$ cat config.mk
export PLATFORM = sky130hd
export DESIGN_NAME = timer_bank
export DESIGN_NICKNAME = d
export VERILOG_FILES = /design/src/rtl/timer_bank_pkg.sv /design/src/rtl/timer_channel.sv /design/src/rtl/timer_bank.sv
export SDC_FILE = /design/constraint.sdc
export NUM_CORES = 1
export LEC_CHECK = 0
export ABC_AREA = 1
export BUFFER_PORTS_ARGS = -buffer_cell sky130_fd_sc_hd__buf_2
export CAP_MARGIN = 10
export CORE_MARGIN = 2
export CORE_UTILIZATION = 58
export CTS_CLUSTER_DIAMETER = 60
export DETAILED_ROUTE_END_ITERATION = 7
export PLACE_DENSITY_LB_ADDON = 0.05
export SETUP_SLACK_MARGIN = 0.2
export SLEW_MARGIN = 5
export SYNTH_ARGS = -nofsm -noshare
export SYNTH_HDL_FRONTEND = slang
export SYNTH_SLANG_ARGS = --single-unit
$ cat constraint.sdc
create_clock -name clk -period 5.95 [get_ports clk]
set_input_delay 0 -clock clk [delete_from_list [all_inputs] [get_ports clk]]
set_output_delay 0 -clock clk [all_outputs]
set_load 0.1 [all_outputs]
$ cat src/rtl/timer_bank_pkg.sv
// Shared definitions for the timer bank: register offsets inside a channel window,
// CTRL bit positions and the bus address width helper.
// Optional feature macro: TIMER_BANK_CASCADE_EN (enables CTRL[3] CASCADE on channels > 0).
package timer_bank_pkg;

  // Register offsets (low two address bits)
  localparam logic [1:0] REG_VAL    = 2'd0;
  localparam logic [1:0] REG_CTRL   = 2'd1;
  localparam logic [1:0] REG_MAX    = 2'd2;
  localparam logic [1:0] REG_STATUS = 2'd3;

  // CTRL bit positions
  localparam int unsigned CTRL_EN      = 0;
  localparam int unsigned CTRL_ONESHOT = 1;
  localparam int unsigned CTRL_IE      = 2;
  localparam int unsigned CTRL_CASCADE = 3;
  localparam int unsigned CTRL_PRE_LSB = 8;

  // Address = {channel, reg[1:0]}; channel field is at least one bit wide.
  function automatic int unsigned addr_width(input int unsigned channels);
    int unsigned w;
    w = $clog2(channels) + 2;
    return (w < 3) ? 3 : w;
  endfunction

endpackage

$ cat src/rtl/timer_channel.sv
// One timer channel: prescaler, VAL up-counter, CTRL and MAX registers.
// Optional feature macro: TIMER_BANK_CASCADE_EN (tick from previous channel's overflow).
// Ports:
//   clk_i, rst_i       clock, asynchronous active-high reset
//   wr_val_i/ctrl/max  single-cycle write strobes, data on wdata_i
//   casc_tick_i        overflow pulse of the previous channel
//   casc_allow_i       0 forces the CASCADE bit to read-only 0 (channel 0)
//   val_o/ctrl_o/max_o register read values
//   ie_o               interrupt enable
//   ovf_o, flag_set_o  one-cycle overflow pulse (same cycle VAL reloads to 0)
module timer_channel
  import timer_bank_pkg::*;
#(
  parameter int unsigned WIDTH      = 16,
  parameter int unsigned PRESCALE_W = 8
) (
  input  logic             clk_i,
  input  logic             rst_i,
  input  logic             wr_val_i,
  input  logic             wr_ctrl_i,
  input  logic             wr_max_i,
  input  logic [WIDTH-1:0] wdata_i,
  input  logic             casc_tick_i,
  input  logic             casc_allow_i,
  output logic [WIDTH-1:0] val_o,
  output logic [WIDTH-1:0] ctrl_o,
  output logic [WIDTH-1:0] max_o,
  output logic             ie_o,
  output logic             ovf_o,
  output logic             flag_set_o
);

  logic [WIDTH-1:0]      val_q, val_d;
  logic [WIDTH-1:0]      max_q, max_d;
  logic [PRESCALE_W-1:0] pre_q, pre_d;
  logic [PRESCALE_W-1:0] pcnt_q, pcnt_d;
  logic                  en_q, en_d;
  logic                  oneshot_q, oneshot_d;
  logic                  ie_q, ie_d;
  logic                  use_casc;
  logic                  pre_hit;
  logic                  tick;
  logic                  match;

`ifdef TIMER_BANK_CASCADE_EN
  logic cascade_q, cascade_d;
  assign use_casc = cascade_q;
`else
  logic unused_casc;
  assign unused_casc = casc_tick_i ^ casc_allow_i;
  assign use_casc    = 1'b0;
`endif

  // Not every CTRL data bit maps to a field.
  logic unused_wdata;
  assign unused_wdata = ^wdata_i;

  assign pre_hit = (pcnt_q == pre_q);
  assign tick    = en_q & (use_casc ? casc_tick_i : pre_hit);
  // >= so a MAX written below the running VAL still reloads on the next tick
  assign match   = (val_q >= max_q);
  // A VAL write in the tick cycle suppresses the overflow entirely.
  assign ovf_o      = tick & match & ~wr_val_i;
  assign flag_set_o = ovf_o;

  always_comb begin
    val_d     = val_q;
    max_d     = max_q;
    pre_d     = pre_q;
    en_d      = en_q;
    oneshot_d = oneshot_q;
    ie_d      = ie_q;
`ifdef TIMER_BANK_CASCADE_EN
    cascade_d = cascade_q;
`endif
    pcnt_d = (en_q && !pre_hit) ? pcnt_q + PRESCALE_W'(1) : '0;

    if (tick) begin
      if (match) begin
        val_d = '0;
        if (oneshot_q) en_d = 1'b0;
      end else begin
        val_d = val_q + WIDTH'(1);
      end
    end

    if (wr_val_i) val_d = wdata_i;
    if (wr_max_i) max_d = wdata_i;
    if (wr_ctrl_i) begin
      en_d      = wdata_i[CTRL_EN];
      oneshot_d = wdata_i[CTRL_ONESHOT];
      ie_d      = wdata_i[CTRL_IE];
      pre_d     = wdata_i[CTRL_PRE_LSB +: PRESCALE_W];
      pcnt_d    = '0;
`ifdef TIMER_BANK_CASCADE_EN
      cascade_d = wdata_i[CTRL_CASCADE] & casc_allow_i;
`endif
    end
  end

  always_ff @(posedge clk_i or posedge rst_i) begin
    if (rst_i) begin
      val_q     <= '0;
      max_q     <= '0;
      pre_q     <= '0;
      pcnt_q    <= '0;
      en_q      <= 1'b0;
      oneshot_q <= 1'b0;
      ie_q      <= 1'b0;
`ifdef TIMER_BANK_CASCADE_EN
      cascade_q <= 1'b0;
`endif
    end else begin
      val_q     <= val_d;
      max_q     <= max_d;
      pre_q     <= pre_d;
      pcnt_q    <= pcnt_d;
      en_q      <= en_d;
      oneshot_q <= oneshot_d;
      ie_q      <= ie_d;
`ifdef TIMER_BANK_CASCADE_EN
      cascade_q <= cascade_d;
`endif
    end
  end

  always_comb begin
    ctrl_o                                 = '0;
    ctrl_o[CTRL_EN]                        = en_q;
    ctrl_o[CTRL_ONESHOT]                   = oneshot_q;
    ctrl_o[CTRL_IE]                        = ie_q;
    ctrl_o[CTRL_PRE_LSB +: PRESCALE_W]     = pre_q;
`ifdef TIMER_BANK_CASCADE_EN
    ctrl_o[CTRL_CASCADE]                   = cascade_q;
`endif
  end

  assign val_o = val_q;
  assign max_o = max_q;
  assign ie_o  = ie_q;

endmodule

$ cat src/rtl/timer_bank.sv
// Multi-channel timer bank on a single-cycle peripheral bus.
// Optional feature macro: TIMER_BANK_CASCADE_EN (channel i>0 may tick on channel i-1 overflow).
// Ports:
//   clk, rst     clock, asynchronous active-high reset
//   busAddr      {channel, reg[1:0]}; reg 3 is the global STATUS (channel field ignored)
//   busEn/busWr  access strobe / write select
//   busWrData    write data
//   busRdData    combinational read data, 0 when not reading
//   sigIntr      OR over channels of (flag & IE)
module timer_bank
  import timer_bank_pkg::*;
#(
  parameter int unsigned WIDTH      = 16,
  parameter int unsigned CHANNELS   = 4,
  parameter int unsigned PRESCALE_W = 8,
  localparam int unsigned ADDR_W    = addr_width(CHANNELS)
) (
  input  logic              clk,
  input  logic              rst,
  input  logic [ADDR_W-1:0] busAddr,
  input  logic              busEn,
  input  logic              busWr,
  input  logic [WIDTH-1:0]  busWrData,
  output logic [WIDTH-1:0]  busRdData,
  output logic              sigIntr
);

  localparam int unsigned CH_W = ADDR_W - 2;

  logic [CH_W-1:0]     ch_sel;
  logic [1:0]          reg_sel;
  logic                wr_en;
  logic                rd_en;
  logic [CHANNELS-1:0] wr_val, wr_ctrl, wr_max;
  logic [CHANNELS-1:0] flag_set;
  logic [CHANNELS-1:0] ie;
  logic [CHANNELS-1:0] flags_q, flags_d;
  logic [WIDTH-1:0]    val_arr  [CHANNELS];
  logic [WIDTH-1:0]    ctrl_arr [CHANNELS];
  logic [WIDTH-1:0]    max_arr  [CHANNELS];

  assign ch_sel  = busAddr[ADDR_W-1:2];
  assign reg_sel = busAddr[1:0];
  assign wr_en   = busEn & busWr;
  assign rd_en   = busEn & ~busWr;

  // Per-channel write strobes; channel indices >= CHANNELS match nothing.
  always_comb begin
    wr_val  = '0;
    wr_ctrl = '0;
    wr_max  = '0;
    for (int unsigned i = 0; i < CHANNELS; i++) begin
      if (wr_en && (32'(ch_sel) == i)) begin
        wr_val[i]  = (reg_sel == REG_VAL);
        wr_ctrl[i] = (reg_sel == REG_CTRL);
        wr_max[i]  = (reg_sel == REG_MAX);
      end
    end
  end

  for (genvar i = 0; i < CHANNELS; i++) begin : g_ch
    logic ovf;
    logic casc_src;

    if (i == 0) begin : g_first
      assign casc_src = 1'b0;
    end else begin : g_next
      assign casc_src = g_ch[i-1].ovf;
    end

    timer_channel #(
      .WIDTH      (WIDTH),
      .PRESCALE_W (PRESCALE_W)
    ) u_chan (
      .clk_i        (clk),
      .rst_i        (rst),
      .wr_val_i     (wr_val[i]),
      .wr_ctrl_i    (wr_ctrl[i]),
      .wr_max_i     (wr_max[i]),
      .wdata_i      (busWrData),
      .casc_tick_i  (casc_src),
      .casc_allow_i ((i != 0)),
      .val_o        (val_arr[i]),
      .ctrl_o       (ctrl_arr[i]),
      .max_o        (max_arr[i]),
      .ie_o         (ie[i]),
      .ovf_o        (ovf),
      .flag_set_o   (flag_set[i])
    );
  end

  // Set has priority over write-1-to-clear so a coincident event is never lost.
  always_comb begin
    flags_d = flags_q;
    if (wr_en && (reg_sel == REG_STATUS)) flags_d = flags_q & ~busWrData[CHANNELS-1:0];
    flags_d = flags_d | flag_set;
  end

  always_ff @(posedge clk or posedge rst) begin
    if (rst) flags_q <= '0;
    else     flags_q <= flags_d;
  end

  always_comb begin
    busRdData = '0;
    if (rd_en) begin
      if (reg_sel == REG_STATUS) begin
        busRdData[CHANNELS-1:0] = flags_q;
      end else begin
        for (int unsigned i = 0; i < CHANNELS; i++) begin
          if (32'(ch_sel) == i) begin
            case (reg_sel)
              REG_VAL:  busRdData = val_arr[i];
              REG_CTRL: busRdData = ctrl_arr[i];
              REG_MAX:  busRdData = max_arr[i];
              default:  busRdData = '0;
            endcase
          end
        end
      end
    end
  end

  assign sigIntr = |(flags_q & ie);

endmodule
==> results_dict.tcl, run 1 <==
set metrics [dict create \
    status "finished clean" \
    synth-main-ff-cell "dfrtp_1" \
    synthCells 1975 \
    place_area_um2 14300 \
    io_buffers 40 \
    wl_per_cell_um 19.2 \
    drive_gt1_share_pct 5.89 \
    final_max_slew_viol_count 0 \
    ctsHoldBuffers 17 \
    insertion_delay_ns 0.54 \
    path_clk_slew_ns 0.06 \
    max_stage_delay_ns 0.67 \
    synth_fp_nets 2071 \
    ios 41 \
    worstPathArrival_ns 3.16 \
    grt_overflow 0 \
    drt_iter0_drc 1883 \
    antennaDiodeCount 0 \
    gp_congestion 0.976 \
    drc 0 \
    synthTopCellsByCount "nand2_1, inv_1, dfrtp_1, o21ai_0, nand3_1" \
    nFillCells 2130 \
    yosysTopAreaCell "dfrtp_1" \
    cts_buffer_depth 3 \
    rsz0062_at_grt "false" \
    postLayoutCoreUtil_pct 65.1 \
    wl_mm 44.9 \
    hold_violations 0 \
    start_kind "flop" \
    synthToLayoutAreaGrowth_pct 10.1 \
    synthAdderAreaFrac_pct 6.49 \
    multi_input_comb_area_um2 7220 \
    synth.mux.area_fraction_pct 0 \
    final_net_count 2101 \
    fp.coreArea_um2 23500 \
    start_util_pct 59.1 \
    post_cts_resized 0 \
    synth-warning-count 0 \
    ant_nets 0 \
    cts_buffers 26 \
    postCtsSetupBuffers 0 \
    slew-limit-headroom_pct 27.4 \
    cts_tree "yes" \
    finClkSkew_ns 0.0102 \
    vias 13500 \
    post-synth-top-count-cell "nand2_1" \
    row_count 56 \
    setup_viol 0 \
    required_ns 6.40 \
    dp_cells 2279 \
    timing_worst_setup_path_type "reg -> reg" \
    grt_pass1_wl_mm 70.4 \
    power_density_nw_per_um2 368 \
    period_minus_slack_ns 2.71 \
    finalNonFillerCells 2341 \
    worst_slew_pin_slew_ns 1.09 \
    synth_top_family_by_area "simple AND/OR/NAND/NOR gates" \
    die_x_um 159 \
    place_ws_ns 3.35 \
    synth_compound_area_share_pct 12.4 \
    async_flop_share_pct 100 \
    synth_seq_cells 208 \
    path_cells "xnor2_1, nand2_1, nor2_1, nand3_1, nor2_2, nand2_1, o21ai_0" \
    yosys-top-cells-area "dfrtp_1, nand2_1, inv_1, ha_1, o21ai_0" \
    p_leak_nw 7.65 \
    synth_xor_area_share_pct 4.61 \
    fmax_mhz 369 \
    setup_ws_ns 3.24 \
    maxCapViolations 0 \
    yosysUniqueCellTypes 41 \
    worstPathMaxFanout 18 \
    viasPerCell 5.79 \
    design_power_total_mw 5.62 \
    yosys.area_share.simple_pct 28.5 \
    grt_pass1_vias 12500 \
    grt_max_degree 136 \
    cp-end-kind "flop" \
    grtUsageTotal_pct 36.7 \
    regArea_um2 5200 \
    dp_hpwl_mm 32.2 \
    syn-cell-area_um2 13900 \
    final_area_um2 15300 \
    cts.htree.levels 1 \
    hp-class "in -> async" \
    cts_sinks 208 \
    synth_top_area_share_pct 37.5 \
    worst_path_max_delay_cell "nand3_1" \
    dieArea_um2 25200 \
    syn_area_per_cell_um2 7.03 \
    setup-tns-final_ns 0 \
    hold_ws_ns 0.157 \
    synth_edf_count 0 \
    antenna_found_initial 0 \
    root_buffer "clkbuf_16" \
    vdd_ir_drop_max_mv 0.253 \
    crit_top_cell "nand2_1" \
    dr.pass1.iters 6 \
    yosysSeqAreaShare_pct 37.5 \
    die-height_um 159 \
    min_period_over_period_pct 45.6 \
]
[final cells by class]
class	instances	share of cell area, %
Clock buffer	36	4.77
Clock inverter	9	0.737
Inverter	316	7.85
Multi-Input combinational cell	1390	47.2
Sequential cell	208	34.1
Tap cell	319	2.61
Timing Repair Buffer	63	2.72
[critical path: cells and delay by family (launching register included)]
family | cells | cell delay [ns]
and+or+nand+nor | 5 | 1.70
DFF | 1 | 0.43
AOI/OAI and AO/OA | 1 | 0.30
xor gates and xnor gates | 1 | 0.16
[state kept, by name, summed over array words and instances (netlist names)]
name,cells
g_ch.u_chan.max_o,64
g_ch.u_chan.val_o,64
g_ch.u_chan.pcnt_q,32
g_ch.u_chan.pre_q,32
flags_q,4
g_ch.u_chan.en_q,4
g_ch.u_chan.ie_o,4
g_ch.u_chan.oneshot_q,4
[final timing paths]
path | endpoint | cells after the start | startpoint | slack [ns]
worst max-delay path | g_ch[1].u_chan.val_o[13] | 7 | g_ch[1].u_chan.pcnt_q[4] | 3.24
worst min-delay path | g_ch[1].u_chan.val_o[6] | 3 | rst | 0.16
worst max register to register | g_ch[1].u_chan.val_o[13] | 7 | g_ch[1].u_chan.pcnt_q[4] | 3.24
worst min register to register | g_ch[3].u_chan.max_o[7] | 2 | g_ch[3].u_chan.max_o[7] | 0.49
max in group asynchronous | g_ch[1].u_chan.max_o[14] | 4 | rst | 4.25
min in group clk | g_ch[0].u_chan.val_o[0] | 6 | busAddr[2] | 0.24
[power breakdown]
part / internal, mW / switching (mW)
Clock: 0.938 / 0.638
Combinational: 0.681 / 1.25
Sequential: 1.71 / 0.399
[placed cells by master (no fill, tap or decap), types with 29 or more instances in the layout]
| master | n |
|---|---|
| a21oi_1 | 63 |
| buf_2 | 40 |
| dfrtp_1 | 208 |
| ha_1 | 72 |
| inv_1 | 304 |
| nand2_1 | 554 |
| nand3_1 | 144 |
| nand4_1 | 38 |
| nor2_1 | 132 |
| nor3_1 | 29 |
| o21ai_0 | 153 |
| o21ai_1 | 41 |
| xor2_1 | 47 |
[cell families (layout without fill, tap and decap cells)]
family	after synthesis	after routing
xor gates and xnor gates	73	73
and+or+nand+nor	933	933
DFF	208	208
AOI/OAI and AO/OA	312	312
adders and majority gates	72	72
buffers and inverters	377	424
[routing by layer]
layer	vias to the layer above	global-route usage, %	part of all wire (%)
li1	6414	-	-
met1	6313	53.5	43
met2	693	53.8	42
met3	127	6.83	10
met4	0	14.9	4.9
met5	-	0	0
No activity file was read; power rests on OpenSTA's default activity.
==> run 2, diff against run 1 <==
ABC_AREA = 0   (was 1)
CORE_UTILIZATION = 60   (was 58)
clock period = 2.7 ns   (was 5.95 ns; I/O delays follow)
==> run 2 against run 1 <==
Against the previous run: combinational power increased to 3.5 times the previous value; critical endpoint unchanged; non-clock buffer count rose by 90; largest cell class unchanged; worst setup slack got worse by 3.0 ns; total power grew to 2.6 times the previous value.
==> results_dict.tcl, run 2 <==
set metrics [dict create \
    worstPathArrival_ns 2.93 \
    drt_iter0_drc 1114 \
    synthTopCellsByCount "dfrtp_1, nand2_1, o21ai_0, nor2_1, a21oi_1" \
    hp-class "in -> reg" \
    status "finished clean" \
    wl_per_cell_um 21.4 \
    row_count 54 \
    p_switching_mw 6.09 \
    final_cell_mix "dfrtp_1, nand2_1, o21ai_0, nor2_1, a21oi_1" \
    setup_ws_ns 0.220 \
    path_clk_slew_ns 0.06 \
    grt_max_degree 38 \
    critPathLaunch "g_ch[1].u_chan.max_o[0]" \
    min_period_over_period_pct 91.9 \
    wl_met3_mm 3.08 \
    synthCells 1519 \
    start_util_pct 61.1 \
    met2_length_mm 18.6 \
    synthToLayoutAreaGrowth_pct 17.2 \
    synth_top_area_share_pct 39.2 \
    grtUsageTotal_pct 34.9 \
    cts_sinks 208 \
    post-synth-top-count-cell "dfrtp_1" \
    die_x_um 153 \
    vdd_ir_drop_max_mv 0.554 \
    timing_worst_setup_path_type "reg -> reg" \
    worstPathMaxFanout 5 \
    gp_congestion 0.905 \
    cts.htree.levels 1 \
    hold_violations 0 \
    synth-main-ff-cell "dfrtp_1" \
    async_flop_share_pct 100 \
    cts_tree "yes" \
    maxCapViolations 0 \
    die-height_um 153 \
    synth_seq_cells 208 \
    wl_mm 40.6 \
    period_minus_slack_ns 2.48 \
    p_leak_nw 7.10 \
    cts_buffers 25 \
    yosysSeqAreaShare_pct 39.2 \
    power_density_nw_per_um2 957 \
    design_power_total_mw 14.9 \
    syn-cell-area_um2 13300 \
    nFillCells 1700 \
    m1WireLength_mm 17.1 \
    drive_gt1_share_pct 17.4 \
    power_frac_seq_pct 32.7 \
    min-delay-start "busWr" \
    fmax_mhz 403 \
    root_buffer "clkbuf_16" \
    grt_pass1_vias 11500 \
    drc 0 \
    required_ns 3.15 \
    top_layer "met5" \
    syn_area_per_cell_um2 8.74 \
    viasPerCell 6.31 \
    worst_slew_pin_slew_ns 0.964 \
    synth_edf_count 0 \
    yosysUniqueCellTypes 67 \
    yosys-top-cells-area "dfrtp_1, ha_1, o21ai_0, nand2_1, a21oi_1" \
    vias 12000 \
    reg2reg_from "g_ch[1].u_chan.max_o[0]" \
    grt_pass1_wl_mm 64.6 \
    setup_viol 0 \
    final_net_count 1703 \
    combPwrFrac_pct 45.7 \
    grt_overflow 0 \
    ant_nets 0 \
    start_kind "flop" \
    rsz0062_at_grt "true" \
    cp-end-kind "flop" \
    insertion_delay_ns 0.53 \
    io_buffers 40 \
    slew-limit-headroom_pct 35.6 \
    place_ws_ns -0.0949 \
    cts_buffer_depth 3 \
    finClkSkew_ns 0.00897 \
    final_max_slew_viol_count 0 \
    layout_commonest_cell "dfrtp_1" \
    clkPwrFrac_pct 21.6 \
    dr.pass1.iters 6 \
    ios 41 \
    r2r_slack_ns 0.22 \
    yosysTopAreaCell "dfrtp_1" \
    antennaDiodeCount 0 \
    dp_hpwl_mm 28.8 \
    antenna_found_initial 1 \
    switching_share_pct 40.9 \
    fp.coreArea_um2 21800 \
    synth-warning-count 0 \
    p_int_mw 8.80 \
    dieArea_um2 23300 \
    synth_fp_nets 1615 \
]
## run 2: cell types whose count changed in the layout (fill, tap and decap cells not counted), moves of 17 or more
cell      before  now
nand2_1      554  168
inv_1        304   75
buf_4          6   90
nand3_1      144   63
mux2i_1        0   50
a21oi_1       63  109
mux2_2         0   44
o21ai_1       41    1
a31oi_1        5   30
and3_1         0   25
o221ai_1      24    1
nand4_1       38   20
buf_12         0   17
xnor2_1       26    9
## run 2: cells by family after synthesis
| kind of cell | after synthesis | synth area share [%] |
|---|---|---|
| simple gates | 536 | 19.2 |
| compound gates | 371 | 16.6 |
| flops | 208 | 39.2 |
| buf+inv | 170 | 5.03 |
| mux | 106 | 9.53 |
| fa+ha+maj | 72 | 6.78 |
| xor+xnor | 56 | 3.69 |
## run 2: area by class of cell
cell class | count | area, um2 | area share, %
clock buffer | 34 | 699 | 4.49
tap | 280 | 350 | 2.25
multi-input combinational | 1142 | 7610 | 48.9
timing repair buffer | 153 | 1330 | 8.57
sequential | 208 | 5200 | 33.4
clock inverter | 7 | 66.3 | 0.426
inverter | 77 | 293 | 1.88
## run 2: worst max-delay path: stages (launching register included)
cell       delay [ns]
dfrtp_1          0.41
ha_1             0.31
nand2b_4         0.15
a2111oi_4        0.35
nor4b_4          0.10
or3_4            0.37
or4_1            0.53
a31oi_1          0.18
## run 2: power by group through the flow
stage / clock network (mW) / registers [mW] / logic, mW
2_1_floorplan: 0 / 4.77 / 4.26
3_3_place_gp: 0 / 4.85 / 6.08
3_5_place_dp: 0 / 4.87 / 6.28
4_1_cts: 3.25 / 4.83 / 6.48
5_1_grt: 3.38 / 4.97 / 7.53
6_report: 3.22 / 4.86 / 6.80
## run 2: path summary, 6_finish.rpt
| kind | endpoint | cells after the start |
|---|---|---|
| setup / recovery | g_ch[1].u_chan.val_o[13] | 7 |
| hold / removal | flags_q[1] | 5 |
| setup reg to reg | g_ch[1].u_chan.val_o[13] | 7 |
| hold reg to reg | g_ch[0].u_chan.en_q | 1 |
| max in group asynchronous | g_ch[2].u_chan.max_o[15] | 4 |
| min in group asynchronous | g_ch[0].u_chan.val_o[9] | 3 |
## run 2: routing by layer
metal / vias to the layer above / track usage, %
met5: - / 0
met4: 2 / 14.1
met3: 111 / 4.98
met2: 470 / 55.0
met1: 5810 / 48.8
li1: 5606 / -
## run 2: repair_timing
| item | in CTS | in global routing |
|---|---|---|
| pin swaps | 3 | 11 |
| setup buffers | 6 | 5 |
| endpoints found under the hold margin | 151 | 0 |
| resized for setup | 4 | 18 |
| cloned | 0 | 1 |
| hold buffers | 17 | 0 |
| setup endpoints to repair | 35 | 57 |
## run 2: per-stage QoR
| stage | util (%) | TNS, ns | instance area (um2) | hold slack (ns) | std cells |
|---|---|---|---|---|---|
| global route | 71.5 | 0 | 15600 | 0.177 | 1901 |
| finish | 71.5 | 0 | 15600 | 0.166 | 1901 |
| detailed placement | 66.2 | -0.785 | 14400 | 0.236 | 1831 |
| floorplan | - | -0.0483 | 13300 | 0.152 | 1519 |
| CTS | 70.8 | 0 | 15400 | 0.119 | 1895 |
| global placement | 66.2 | -0.0740 | 14400 | 0.242 | 1831 |
